### src/rtl/pc_sequencer.sv
// Fetch/execute sequencer for the 9-bit-instruction CPU: owns the PC and IR load,
// and turns the decoder's write enables into one commit strobe per instruction.
module pc_sequencer #(
   parameter int PC_WIDTH    = 10,
   parameter int MEM_LATENCY = 1,
   parameter int CYC_WIDTH   = 16
) (
   input  logic                 Clk,
   input  logic                 Reset,
   input  logic                 Start,
   input  logic                 PC_Next_Sel,
   input  logic                 IsIndirect,
   input  logic [4:0]           BranchOffset,
   input  logic [7:0]           JumpTarget,
   input  logic                 RegWriteEnable,
   input  logic                 MemReadEnable,
   input  logic                 MemWriteEnable,
   input  logic                 Done_in,
   output logic [PC_WIDTH-1:0]  PC,
   output logic                 IR_Load,
   output logic                 RegWriteStrobe,
   output logic                 MemWriteStrobe,
   output logic                 MemReadStrobe,
   output logic                 Done,
   output logic [CYC_WIDTH-1:0] CycleCount
);

   typedef enum logic [2:0] {
      IDLE     = 3'd0,
      FETCH    = 3'd1,
      EXEC     = 3'd2,
      MEM_WAIT = 3'd3,
      HALT     = 3'd4
   } state_t;

   localparam bit                   HAS_WAIT  = (MEM_LATENCY > 0);
   localparam logic [2:0]           WAIT_INIT = HAS_WAIT ? 3'(MEM_LATENCY - 1) : 3'd0;
   localparam logic [PC_WIDTH-1:0]  PC_ONE    = {{(PC_WIDTH-1){1'b0}}, 1'b1};
   localparam logic [CYC_WIDTH-1:0] CYC_ONE   = {{(CYC_WIDTH-1){1'b0}}, 1'b1};

   state_t               state_q, state_d;
   logic [PC_WIDTH-1:0]  pc_q, pc_d;
   logic [2:0]           wait_q, wait_d;
   logic                 done_q, done_d;
   logic [CYC_WIDTH-1:0] cyc_q, cyc_d;
   logic                 commit;
   logic                 mem_access;
   logic [PC_WIDTH-1:0]  next_pc;

   assign mem_access = MemReadEnable | MemWriteEnable;

   // The commit cycle is the last cycle of an instruction: it carries the write strobes and the PC update.
   always_comb begin
      commit = 1'b0;
      case (state_q)
         EXEC:     commit = !Done_in && !(mem_access && HAS_WAIT);
         MEM_WAIT: commit = (wait_q == 3'd0);
         default:  commit = 1'b0;
      endcase
   end

   always_comb begin
      next_pc = pc_q + PC_ONE;
      if (PC_Next_Sel && IsIndirect) begin
         next_pc = PC_WIDTH'(JumpTarget);
      end else if (PC_Next_Sel) begin
         next_pc = pc_q + PC_WIDTH'(signed'(BranchOffset));
      end
   end

   always_comb begin
      state_d = state_q;
      pc_d    = pc_q;
      wait_d  = wait_q;
      done_d  = done_q;
      cyc_d   = cyc_q;
      if ((state_q inside {FETCH, EXEC, MEM_WAIT}) && !(&cyc_q)) begin
         cyc_d = cyc_q + CYC_ONE;
      end
      case (state_q)
         IDLE: begin
            pc_d   = '0;
            done_d = 1'b0;
            if (Start) state_d = FETCH;
         end
         FETCH: state_d = EXEC;
         EXEC: begin
            if (Done_in) begin
               state_d = HALT;
               done_d  = 1'b1;
            end else if (mem_access && HAS_WAIT) begin
               state_d = MEM_WAIT;
               wait_d  = WAIT_INIT;
            end else begin
               state_d = FETCH;
               pc_d    = next_pc;
            end
         end
         MEM_WAIT: begin
            if (wait_q == 3'd0) begin
               state_d = FETCH;
               pc_d    = next_pc;
            end else begin
               wait_d = wait_q - 3'd1;
            end
         end
         HALT: begin
            done_d = 1'b1;
            if (Start) begin
               state_d = IDLE;
               pc_d    = '0;
               done_d  = 1'b0;
               cyc_d   = '0;
            end
         end
         default: begin
            state_d = IDLE;
            pc_d    = '0;
            wait_d  = '0;
            done_d  = 1'b0;
         end
      endcase
   end

   always_ff @(posedge Clk) begin
      if (Reset) begin
         state_q <= IDLE;
         pc_q    <= '0;
         wait_q  <= '0;
         done_q  <= 1'b0;
         cyc_q   <= '0;
      end else begin
         state_q <= state_d;
         pc_q    <= pc_d;
         wait_q  <= wait_d;
         done_q  <= done_d;
         cyc_q   <= cyc_d;
      end
   end

   // A read is held for the whole access, from the EXEC cycle through the last wait cycle.
   assign MemReadStrobe  = MemReadEnable && (((state_q == EXEC) && !Done_in) || (state_q == MEM_WAIT));
   assign RegWriteStrobe = commit && RegWriteEnable;
   assign MemWriteStrobe = commit && MemWriteEnable;
   assign IR_Load        = (state_q == FETCH);
   assign PC             = pc_q;
   assign Done           = done_q;
   assign CycleCount     = cyc_q;

endmodule

### config.mk
export PLATFORM = sky130hd
export DESIGN_NAME = pc_sequencer
export DESIGN_NICKNAME = d
export VERILOG_FILES = /design/src/rtl/pc_sequencer.sv
export SDC_FILE = /design/constraint.sdc
export NUM_CORES = 1
export LEC_CHECK = 0
export ABC_AREA = 1
export CORE_UTILIZATION = 46
export CTS_CLUSTER_SIZE = 25
export DETAILED_ROUTE_END_ITERATION = 7
export HOLD_SLACK_MARGIN = 0.06
export PLACE_DENSITY = 0.77
export SYNTH_ARGS = -nofsm -noshare
export SYNTH_HDL_FRONTEND = slang
export SYNTH_SLANG_ARGS = --single-unit
### constraint.sdc
create_clock -name Clk -period 2.35 [get_ports Clk]
set_clock_uncertainty 0.15 [all_clocks]
set_input_delay 0.705 -clock Clk [delete_from_list [all_inputs] [get_ports Clk]]
set_output_delay 0.705 -clock Clk [all_outputs]
set_load 0.1 [all_outputs]
Word-level counts from Yosys, hierarchy flattened
Index checks and enable logic that the tools add are counted.

Bits in registers: 33. Input port bits: 22. Output and inout port bits: 31. Logic and storage cells: 70.

Add/sub/neg operators: 4. Equal/unequal tests: 12. Muxes and demuxes: 24. Bitwise gates (word level): 4. Reductions and logical operators: 21.

Operators with widths (count): $mux W10 (6); $mux W16 (3); $pmux W10 S4 (1); $mux W3 (7); $add A16 B1 Y16 const B (1); $reduce_and A16 Y1 (1); $pmux W3 S5 (1); $ne A2 B2 Y1 const B (7); $add A10 B1 Y10 const B (1); $add A10 B10 Y10 (1); $pmux W3 S3 (1); $logic_and A1 B1 Y1 (7); $eq A3 B2 Y1 const B (2); $logic_not A3 Y1 (2); $reduce_and A5 Y1 (1); $reduce_and A4 Y1 (1); $eq A3 B1 Y1 const B (1); $eq A3 B3 Y1 const B (1); $logic_not A1 Y1 (3); $not A1 Y1 (3); $pmux W1 S3 (1); $reduce_and A3 Y1 (1); $reduce_bool A3 Y1 (1); $reduce_or A3 Y1 (1); other kinds (9) (10).

Depth between registers and ports, before layout
Gate-level depths: netlist of the first run.

Depth in word-level cells: 6. Mapped depth: 14. Gate-level depth less buffers: 14.

Worst setup path after synthesis of the first run
No wires, ideal clock.

Path kind: input -> output. Start point: input port MemWriteEnable. End point: output port MemWriteStrobe. Arrival: 2.372 ns. Required time: 1.495 ns. Slack: -0.877 ns. Stages on the path: 5. Buffers on the path: 0. Cells stage by stage: nor2_1 nand3_1 nand2_1 inv_2 nor2_1.

Cells in the longest elaborated chain, start to end: 5.

RTL lines: from (decl) (RTL line 17) `input logic MemWriteEnable,`; $or A1 B1 Y1 (RTL line 50) `assign mem_access = MemReadEnable | MemWriteEnable;`; $logic_not A1 Y1 (RTL line 56) `EXEC: commit = !Done_in && !(mem_access && HAS_WAIT);`; $logic_and A1 B1 Y1 (RTL line 56); $pmux W1 S2 (RTL line 55) `case (state_q)`; $logic_and A1 B1 Y1 * (RTL line 144) `assign MemWriteStrobe = commit && MemWriteEnable;`; to (decl) (RTL line 22) `output logic MemWriteStrobe,`.

Mark *: on every way between the ends. The rest lies on a longest branch, timed or not.

Worst setup path in the final report of the first run
Start point: register state_q[2]. End point: output port MemWriteStrobe.

Cells in the longest elaborated chain, start to end: 3. Elaborated cells on any way between the ends: 4. Those cells by class: eq/ne (2); mux (1); reduce/logical (1).

RTL lines: from (decl) (RTL line 41) `state_t state_q, state_d;`; from (signal assigned) (RTL line 133) `state_q <= state_d;`; $eq A3 B2 Y1 (RTL line 55); $pmux W1 S2 * (RTL line 55); $logic_and A1 B1 Y1 * (RTL line 144).

Marked as above.

==> summary.txt, run 1 <==
Power and ir drop
  – Clock share of power: 16.9%
  – Leak: 1.63 nW
  – Power share of the sequential group: slightly below 30%
  – Peak supply drop: 0.000486 V
  – Net Sw Frac: 47.2%
  – Sw power: 0.00125 W
  – Cell Int Power: 0.00139 W
  – Cell Pwr Density: 724 nW/um^2
  – Comb power frac: 53.5%

Global route
  – GRT Total Usage: 24.0%
  – First-pass GRT wire length: just over 10000 um
  – Initial antenna violation count: 0
  – Largest net degree at the start of global routing: 21
  – Grt ovf: 0
  – Vias in the first global route: 2330

Finish
  – Ant. Diodes: 0
  – Layout net count: 466
  – Finished Layout Cells: 503
  – Proportion of layout cells with a drive suffix above 1: 31.2%
  – Fill cell count: 338
  – Finished Cell Area: 3650 um^2
  – P&R area growth vs syn: 58.0%

Detailed routing
  – DRC viols: 0
  – DRT iter0 DRCs: 161
  – Initial DRT Pass Iterations: 5
  – Drt total wl: 6390 um
  – Vias: 2610
  – Routed length per placed instance: 12.7 um
  – Vias per std cell: 5.19
  – DRT antenna net count: 0

Timing
  – Unrepaired setup endpoints after global routing: yes
  – Period utilisation layout: 100%
  – Endpoints failing hold: 0
  – Min Tclk post-route: 2360 ps
  – Slew Limit Fails: 0
  – Post-route setup slack: -10.0 ps
  – Peak Freq: 0.424 GHz
  – Final setup viols: 1
  – Rel. slew slack: 73.2%
  – Worst Tran Pin Value: 402 ps

Setup path
  – Crit-path slowest cell: dfxtp_4
  – Crit-path cells: nor2_4 -> inv_4 -> nor2_4 -> nand3_2 -> nand2_2 -> inv_4 -> nor2_4 -> buf_12
  – CP peak stage delay: between 300 and 400 ps
  – Largest fanout on the critical path: 5
  – Required time worst endpoint: 1490 ps
  – Kind of end point of the critical path: primary output
  – WS Path Type: flip-flop to primary output
  – Most used cell, CP: nor2_4
  – Startpoint Class: flip-flop
  – Worst path arrival time: ~1500 ps

Yosys
  – Ys Warns: 0
  – Syn Area/Cell: around 6.6 um^2
  – Sequential share of the synthesized area: 28.6%
  – Yosys reg bits: 33
  – Post-synth cell types: 37
  – Cells after Synth: 350
  – Post-Syn Area: 2310 um^2
  – Syn Nets: 380

Floorplanning
  – Die Span Y: 72.8 um
  – Starting Density: 48.2%
  – Io pins: 53
  – Die Width: 72.8 um
  – Row count: 25
  – Core Region: 4790 um^2
  – Die ar.: 5310 um^2

Clocking
  – Worst-case clock buffer depth: 2
  – CTS clk-pin slew, worst paths: ~60 ps
  – CTS buffer count: 5
  – CTS Sinks: 33
  – Clock Latency Late Sink: 290 ps
  – H-tree Lvls: 2
  – CTS tree: built
  – Root buf cell: clkbuf_8
  – Hold Buf Count CTS: 0

Placement
  – Post-Place Cells: approximately 490
  – I/O Buffers: 52
  – Placed Area: around 3400 um^2
  – Post-DP HPWL: approximately 4600 um
  – Placer Congestion: 0.871

Outcome
  – Status: complete, but fails checks
  – Failing checks: setup timing

Min path
  – Path type of the worst min-delay path: flip-flop to flip-flop

Flow run
  – MaxCap Viol Count: 0
==> power by group through the flow <==
stage	registers, W	logic (W)	clock network [W]
final	0.000781	0.00141	0.000447
after global routing	0.000793	0.00150	0.000463
after CTS	0.000775	0.00138	0.000445
after detailed placement	0.000783	0.00135	0
after global placement	0.000782	0.00133	0
after floorplan	0.00117	0.000483	0
==> worst max-delay path, delay by kind of cell, from the launching register on <==
kind                   cells  cell delay (ps)
buffers and inverters      3              300
AND/OR/NAND/NOR            5              560
flip-flops                 1              360
==> Yosys cell counts, drive strengths merged <==
cell / count / area, um^2
a211oi: 10 / 105
a21oi: 12 / 60.1
a221oi: 1 / 8.76
a41o: 1 / 10.0
a41oi: 1 / 8.76
buf: 5 / 38.8
clkbuf: 2 / 7.51
dfxtp: 33 / 661
fa: 1 / 20.0
ha: 7 / 87.6
inv: 53 / 199
nand2: 81 / 332
nand3: 26 / 130
nand3b: 1 / 7.51
nand4: 7 / 50.1
nor2: 63 / 246
nor3: 9 / 72.6
nor3b: 2 / 20.0
nor4: 1 / 6.26
o211ai: 4 / 30.0
o21ai: 14 / 70.1
or2: 1 / 6.26
xnor2: 2 / 17.5
xor2: 13 / 114
==> cell usage in the layout (no fill, tap or decap), types with 3 or more instances in the layout <==
master and n:
clkdlybuf4s50_1 15, a211oi_1 4, nand3_2 5, xor2_1 12
nand2_4 3, ha_1 4, nand2_2 4, a211oi_2 6
a21oi_1 11, nand2_1 74, o21ai_1 6, dfxtp_2 9
nor2_4 7, buf_4 33, nor2_1 53, nand3_1 21
inv_1 41, clkbuf_8 6, inv_2 10, nor2_2 3
nor3_1 6, o21ai_0 7, o211ai_1 4, dlygate4sd2_1 3
nand4_1 6, buf_12 31, dfxtp_1 23
==> metrics by stage <==
step	worst slack (ps)	total power [W]	setup TNS, ps	hold slack [ps]	util [%]
6_report	-10.0	0.00264	-10.0	356	76.2
3_5_place_dp	-440	0.00213	-4290	346	71.1
3_3_place_gp	-383	0.00211	-3750	340	71.1
4_1_cts	2.13	0.00260	0	359	74.4
5_1_grt	-67.9	0.00275	-281	384	76.2
2_1_floorplan	-41.6	0.00165	-62.0	316	-
==> cell families (layout without fill, tap and decap cells) <==
group,Yosys count,in the layout,share of synthesized area (%)
AO/OA/AOI/OAI,43,43,12.7
XOR/XNOR,15,15,5.69
adder cells (fa/ha/maj),8,8,4.66
buffers and inverters,60,146,10.6
flip-flops,33,33,28.6
AND/OR/NAND/NOR,191,191,37.7
==> layer usage <==
metal | global-route usage (%) | vias to the layer above | part of all wire (%)
li1 | - | 1301 | -
met1 | 29.6 | 1182 | 42
met2 | 42.4 | 108 | 50
met3 | 3.87 | 19 | 6.0
met4 | 8.28 | 0 | 2.1
met5 | 0 | - | 0
==> what timing repair did <==
item / in CTS / in global routing
resized for setup: 26 / 14
pin swaps: 13 / 7
setup buffers: 6 / 5
hold endpoints to repair: 0 / 0
setup endpoints to repair: 10 / 7
gates cloned: 0 / 0
==> registers in the layout, indices dropped and copies added, names as in the netlist <==
signal	cells
CycleCount	16
Done	1
PC	10
state_q	3
wait_q	3
==> area by class of cell <==
class	count	area [um^2]	area share (%)
Multi-Input combinational cell	257	1530	41.9
Timing Repair Buffer	86	1070	29.4
Sequential cell	33	676	18.5
Inverter	53	204	5.59
Clock buffer	7	86.3	2.37
Tap cell	67	83.8	2.30
==> final timing paths <==
path,from,to,slack [ps],cells past startpoint
worst min register to register,wait_q[1]$_SDFFE_PP0P_,wait_q[1]$_SDFFE_PP0P_,360,2
worst min-delay path,wait_q[1]$_SDFFE_PP0P_,wait_q[1]$_SDFFE_PP0P_,360,2
worst max-delay path,state_q[2]$_SDFFE_PP0P_,MemWriteStrobe,-10,8
worst max register to register,CycleCount[0]$_SDFF_PP0_,CycleCount[5]$_SDFF_PP0_,310,9
(Power assumes the default switching activity.)
==> run 2: changes to the inputs <==
Settings changed: GPL_TIMING_DRIVEN set to 1, SLEW_MARGIN set to 20.
==> results of run 2 <==
Final layout, timing and power as in run 1 (identical DEF).
